[config.mk]
export PLATFORM = sky130hd
export DESIGN_NAME = regfile32x64
export DESIGN_NICKNAME = d
export VERILOG_FILES = /design/src/rtl/regfile32x64_pkg.sv /design/src/rtl/regfile32x64_decoder.sv /design/src/rtl/regfile32x64.sv
export SDC_FILE = /design/constraint.sdc
export NUM_CORES = 2
export LEC_CHECK = 0
export ABC_AREA = 0
export CORE_MARGIN = 1.5
export CORE_UTILIZATION = 45
export DETAILED_ROUTE_END_ITERATION = 16
export PLACE_DENSITY_LB_ADDON = 0.2
export RECOVER_POWER = 100
export SETUP_SLACK_MARGIN = 0.15
export SLEW_MARGIN = 20
export SYNTH_ARGS = -nofsm -noshare
export SYNTH_HDL_FRONTEND = slang
export SYNTH_SLANG_ARGS = --single-unit
[constraint.sdc]
create_clock -name clk -period 6.1 [get_ports clk]
set_clock_uncertainty 0.15 [all_clocks]
set_input_delay 1.22 -clock clk [delete_from_list [all_inputs] [get_ports clk]]
set_output_delay 1.22 -clock clk [all_outputs]
set_load 0.01 [all_outputs]
[src/rtl/regfile32x64_pkg.sv]
// Shared sizing constants for the 32-entry register file and its write decoder.
package regfile32x64_pkg;

    localparam int unsigned NUM_REGS      = 32;
    localparam int unsigned REG_ADDR_W    = 5;
    localparam int unsigned ZERO_REG_IDX  = 31;
    localparam int unsigned DEFAULT_WIDTH = 64;

endpackage

[src/rtl/regfile32x64_decoder.sv]
// 5-to-32 write-enable decoder; the zero-register bit can never be set.
module decoder5_32
    import regfile32x64_pkg::*;
#(
    parameter int unsigned ZERO_REG = ZERO_REG_IDX
) (
    input  logic                  en,
    input  logic [REG_ADDR_W-1:0] addr,
    output logic [NUM_REGS-1:0]   onehot
);

    always_comb begin
        onehot = '0;
        if (en) begin
            onehot[addr] = 1'b1;
        end
        onehot[ZERO_REG] = 1'b0;
    end

endmodule

[src/rtl/regfile32x64.sv]
// 32 x WIDTH register file: two combinational read ports with same-cycle write bypass,
// one write port, hard-wired zero register and synchronous reset.
module regfile32x64
    import regfile32x64_pkg::*;
#(
    parameter int unsigned WIDTH    = DEFAULT_WIDTH,
    parameter int unsigned ZERO_REG = ZERO_REG_IDX
) (
    input  logic                  clk,
    input  logic                  reset,
    input  logic                  wr_en,
    input  logic [REG_ADDR_W-1:0] wr_addr,
    input  logic [WIDTH-1:0]      wr_data,
    input  logic [REG_ADDR_W-1:0] rd_addr1,
    input  logic [REG_ADDR_W-1:0] rd_addr2,
    output logic [WIDTH-1:0]      rd_data1,
    output logic [WIDTH-1:0]      rd_data2
);

    localparam logic [REG_ADDR_W-1:0] ZERO_ADDR = REG_ADDR_W'(ZERO_REG);

    logic [WIDTH-1:0]      regs [NUM_REGS];
    logic [NUM_REGS-1:0]   wr_onehot;
    logic                  wr_live;
    logic [1:0][REG_ADDR_W-1:0] rd_addr_v;
    logic [1:0][WIDTH-1:0]      rd_data_v;

    // Reset gates the decoder so an in-flight write never lands on a reset edge.
    assign wr_live = wr_en & ~reset;

    decoder5_32 #(
        .ZERO_REG (ZERO_REG)
    ) u_dec (
        .en     (wr_live),
        .addr   (wr_addr),
        .onehot (wr_onehot)
    );

    always_ff @(posedge clk) begin
        if (reset) begin
            for (int unsigned i = 0; i < NUM_REGS; i++) begin
                regs[i] <= '0;
            end
        end else begin
            for (int unsigned i = 0; i < NUM_REGS; i++) begin
                if (wr_onehot[i]) begin
                    regs[i] <= wr_data;
                end
            end
        end
    end

    assign rd_addr_v[0] = rd_addr1;
    assign rd_addr_v[1] = rd_addr2;
    assign rd_data1     = rd_data_v[0];
    assign rd_data2     = rd_data_v[1];

    for (genvar p = 0; p < 2; p++) begin : g_port
        // Heap-ordered binary mux tree: node k has children 2k+1 / 2k+2,
        // leaves occupy NUM_REGS-1 .. 2*NUM_REGS-2, root is selected by the MSB.
        logic [WIDTH-1:0] node [2*NUM_REGS-1];

        for (genvar j = 0; j < NUM_REGS; j++) begin : g_leaf
            assign node[NUM_REGS-1+j] = regs[j];
        end

        for (genvar d = 0; d < REG_ADDR_W; d++) begin : g_lvl
            for (genvar i = 0; i < (1 << d); i++) begin : g_node
                localparam int K = (1 << d) - 1 + i;
                assign node[K] = rd_addr_v[p][REG_ADDR_W-1-d] ? node[2*K+2] : node[2*K+1];
            end
        end

        always_comb begin
            if (rd_addr_v[p] == ZERO_ADDR) begin
                rd_data_v[p] = '0;
            end else if (wr_live && (wr_addr == rd_addr_v[p])) begin
                rd_data_v[p] = wr_data;
            end else begin
                rd_data_v[p] = node[0];
            end
        end
    end

endmodule

Word-level counts from Yosys, hierarchy flattened:

Memories as Yosys holds them, arrays and structs flattened.
Cells that the tools add are included.

* memories: 1
* flip-flop bits (word level): 0
* logic and storage cells: 238
* memory bits (writable): 2048

Memories
* regs: depth 32, width 64, read ports 32, clocked after Yosys merged registers in 0, wr ports 32, RTL line regfile32x64.sv:22 `logic [WIDTH-1:0] regs [NUM_REGS];`

* mux-type cells: 195
* reduce and logical (&&, ||, !) cells: 3
* equality and inequality tests: 4
* order comparisons: 2
* bitwise gates (word level): 33

Operator list (count)
* $mux 64: 97
* $mux 1: 96
* $mux 31: 1
* $or 1x1->1: 31
* $eq 5x5->1: 2
* $eq 5x5->1 const B: 2
* $lt 5x6->1 const B: 1
* $demux 1 s5: 1
* $ge 5x1->1 const B: 1
* $logic_and 1x1->1: 3
* $and 1x1->1: 1
* $not 1->1: 1

Logic depth before layout (Yosys ltp):

* word-level depth: 9
* depth in mapped cells: 10
* mapped depth without buffers: 5

Modules after synthesis:

A second synthesis with hierarchy kept.

* cells, all modules: 6222
* area, all modules: 104002.2 µm²

By module, submodules not included
* regfile32x64: instances 1, sequential area each 61499.0 µm², cells each 6174, area an instance 103764.5 µm²
* decoder5_32: instances 1, sequential area each 0.0 µm², cells each 48, area an instance 237.7 µm²

Worst setup path after synthesis:

OpenSTA, ideal clock, no wires.

* kind: input to register
* start point: in wr_addr[1]
* end point: mem regs[1][256] (netlist bit), enable pin
* required time: 5451 ps
* setup time: 499 ps
* cell stages on the path: 4
* arrival: 4898 ps
* setup slack: 552 ps
* path buffers: 2
* cells stage by stage: clkbuf_1 > or3_1 > clkbuf_1 > o21bai_1

RTL lines
* from (decl): RTL line regfile32x64.sv:12 `input logic [REG_ADDR_W-1:0] wr_addr,`
* to (decl): RTL line regfile32x64.sv:22

==> key figures <==
Routing
  – Vias: between 70,000 and 80,000
  – WL per Instance: slightly below 40 µm
  – 1st-iter DRT viols: around 12,000
  – Routed Antenna Nets: 0
  – Vias per Instance: between 6 and 7
  – Wirelength, routed: approximately 400,000 µm
  – Router iterations before antenna repair: 5
  – # DRC: 0

Critical path
  – Critical Path Start Type: input port
  – CP Class: in2reg
  – Worst setup endpoint: regs[1][152]
  – Worst Setup SP: wr_en
  – CP Max Fanout: 34
  – CP required: 6.37 ns
  – Worst setup EP type: register
  – Worst Path Arrival: between 6 and 7 ns

Finish
  – Core Util, Final: 51.3%
  – Biggest register: regs
  – Area growth from synthesis to layout: 13.5%
  – Largest registers: regs (1984)
  – Max reg flops: between 1,500 and 2,000
  – # nets final: around 7,200
  – Fill cell count: approximately 19,000
  – Share of layout cells above drive strength 1: a little under a fifth

Pwr
  – Power density over cell area: between 200 and 300 nW/µm²
  – Seq pwr share: between 40% and 50%
  – Psw: approximately 9 mW
  – Leak: 41.1 nW
  – Switching Share: 26.5%
  – Total chip power: between 30 and 40 mW
  – Pint: about 25 mW
  – Peak VDD IR: 0.352 mV
  – Clk pwr share: between 30% and 40%
  – Gate power share: 14.7%

Synth
  – Seq/Total Area, Yosys: 58.0%
  – Multiplexer area fraction after synthesis: between 20% and 30%
  – Number of synthesized flops with an enable pin: ~2,000
  – Net Count, Synth: 7,001
  – Dominant synthesized flop cell: edfxtp_1
  – Synth Area in Adders: 0%
  – Simple-gate portion of the synthesized area: between 9 and 10%
  – Mapped Cells: roughly 6,900
  – Synth cell types: 50
  – Yosys reg bits: ~2,000
  – Mapped Area: roughly 100,000 µm²
  – Avg Cell Area, Syn: 14.8 µm²
  – Synth Area in XOR/XNOR: less than 1%
  – Largest family of logic cells by synthesized area: multiplexers
  – YS warnings: 0
  – Synth async-reset ratio: 0%
  – Post-synthesis compound-gate area fraction: between 7 and 8%

Global routing
  – Vias in the first global route: ~70,000
  – GRT Overall Usage: 34.6%
  – Initial antenna violation count: between 40 and 50
  – Largest net degree at the start of global routing: 96
  – First-pass GRT wire length: 554,000 µm
  – Grt ovf: 0

Timing
  – Slew @ Worst Pin: about 4 ns
  – Slew Viols, Final: approximately 2,600
  – Crit share post-route: 102%
  – Slew HR: -165%
  – RSZ-0062 raised after global routing: false
  – Setup ws final: -0.112 ns
  – Final TNS setup: -1.44 ns
  – Minimum clock period: 6.21 ns
  – Final hold vios: 0
  – Setup violators final: 30
  – Fmax: approximately 0.16 GHz

Clock tree
  – H-tree lvl count: 4
  – Clock-pin slew on the worst setup and hold paths: about 0.06 ns
  – CTS tree: built
  – Root buffer cell: clkbuf_16
  – Clk buf depth: 3
  – # hold bufs at CTS: 0
  – # clock sinks: 1,984
  – TritonCTS buffer count: 210

Min path
  – HP Class: in2reg

Place
  – HPWL after DPL: approximately 230,000 µm
  – IO buf count: approximately 210
  – Routability cong.: roughly 0.89

Floorplan
  – # IOs: 210
  – Die ar.: 231,000 µm²
  – Horiz. Die Dim: 481 µm
  – Core box area: between 200,000 and 250,000 µm²
  – Initial core utilization: between 40% and 50%
  – Die height: roughly 480 µm
  – # rows: around 180

Status
  – Failing checks: capacitance limit, slew limit, setup timing
  – Status: complete, but fails checks

Run
  – Max cap viols: between 70 and 80
-- layout make-up --
cell class	count	area, µm²	area share (%)
Sequential cell	1984	59600	51.1
Multi-Input combinational cell	4174	39800	34.1
Timing Repair Buffer	725	6760	5.80
Clock buffer	265	5550	4.76
Tap cell	3009	3760	3.23
Clock inverter	122	945	0.810
Inverter	31	116	0.0998
Antenna cell	21	52.6	0.0451
-- critical path, stage by stage --
cell and delay (ns):
dlygate4sd3_1 0.60, nor2b_1 0.33, nand3b_1 0.11, clkbuf_1 0.35
o21bai_1 1.95, clkbuf_2 1.68
-- worst min-delay path by stage --
| stage | from | endpoint | slack (ns) | depth (start not counted) |
|---|---|---|---|---|
| finish | wr_data[2] | regs[0][642] | 1.27 | 2 |
| global route | wr_data[2] | regs[0][514] | 1.25 | 2 |
| CTS | wr_data[34] | regs[0][802] | 1.08 | 3 |
| detailed placement | wr_data[34] | regs[0][34] | 2.02 | 3 |
| global placement | wr_data[34] | regs[0][290] | 2.02 | 3 |
| floorplan | wr_data[3] | regs[1][131] | 1.46 | 1 |
-- synth_stat cells, types with 80 or more instances --
master / n / area (µm²)
clkbuf_1: 421 / 1580
nor2_1: 129 / 484
and2_1: 1159 / 7250
a22o_1: 95 / 832
mux2i_1: 887 / 8880
buf_4: 82 / 616
a211oi_1: 80 / 601
a22oi_1: 300 / 2250
nand2_1: 126 / 473
a21oi_1: 176 / 881
edfxtp_1: 1984 / 59600
buf_2: 174 / 871
nor2b_1: 89 / 557
mux4_2: 579 / 13000
-- stage by stage --
step                      hold slack (ns)  area [µm²]  setup slack (ns)  cells
after floorplan                      1.46      103000             0.552   6919
after global placement               2.02      111000            -0.376   9919
after detailed placement             2.02      111000            0.0314   9923
after CTS                            1.08      118000             0.172  10310
after global routing                 1.25      117000            0.0848  10312
final                                1.27      117000            -0.112  10331
-- per-layer routing --
layer / vias up / part of all wire, % / global-route usage, %
li1: 27617 / - / -
met1: 36436 / 36 / 45.8
met2: 5602 / 45 / 52.5
met3: 1178 / 13 / 8.17
met4: 24 / 6.6 / 19.0
met5: - / 0.039 / 0
-- placed cells by master (no fill, tap or decap), types with 15 or more instances in the layout --
cell type,synthesis,layout
buf_4,82,289
o22ai_1,67,67
clkbuf_1,421,136
mux2i_1,887,887
edfxtp_1,1984,1984
dlygate4sd3_1,0,171
nand2_1,126,125
o211a_1,45,45
nor2_4,0,18
a22o_1,95,93
o221ai_1,56,56
clkinv_2,0,26
mux4_2,579,579
a2bb2oi_1,43,43
nand3_1,15,15
clkdlybuf4s50_1,0,21
o41ai_1,28,17
a211oi_1,80,80
a221oi_1,55,55
clkinv_1,0,65
and2_0,0,385
nor2b_1,89,77
nor2_1,129,112
and2_1,1159,768
clkbuf_16,0,214
clkbuf_2,7,48
a22oi_1,300,300
a21oi_1,176,176
a32o_1,20,20
o21ai_0,67,66
nor3_1,45,45
buf_12,0,98
inv_1,31,31
diode_2,0,21
-- repair_timing --
item,4_1_cts,5_1_grt
setup endpoints to repair,4,4
buffers inserted,0,0
gates cloned,0,0
pin swaps,0,1
resized for setup,4,2
-- power groups by stage --
stage          combinational (mW)  sequential [mW]  clock, mW
6_report                     4.97             16.4       12.5
5_1_grt                      5.06             16.5       13.0
3_3_place_gp                 4.94             16.6          0
3_5_place_dp                 4.97             16.7          0
4_1_cts                      4.99             16.4       12.5
2_1_floorplan                2.69             16.5          0
-- logic make-up after synthesis --
| logic type | count (synthesis) |
|---|---|
| DFF | 1984 |
| and+or+nand+nor | 1604 |
| muxes | 1473 |
| AOI/OAI and AO/OA | 1087 |
| buffers and inverters | 761 |
| xor gates and xnor gates | 10 |
(Power assumes the default switching activity.)
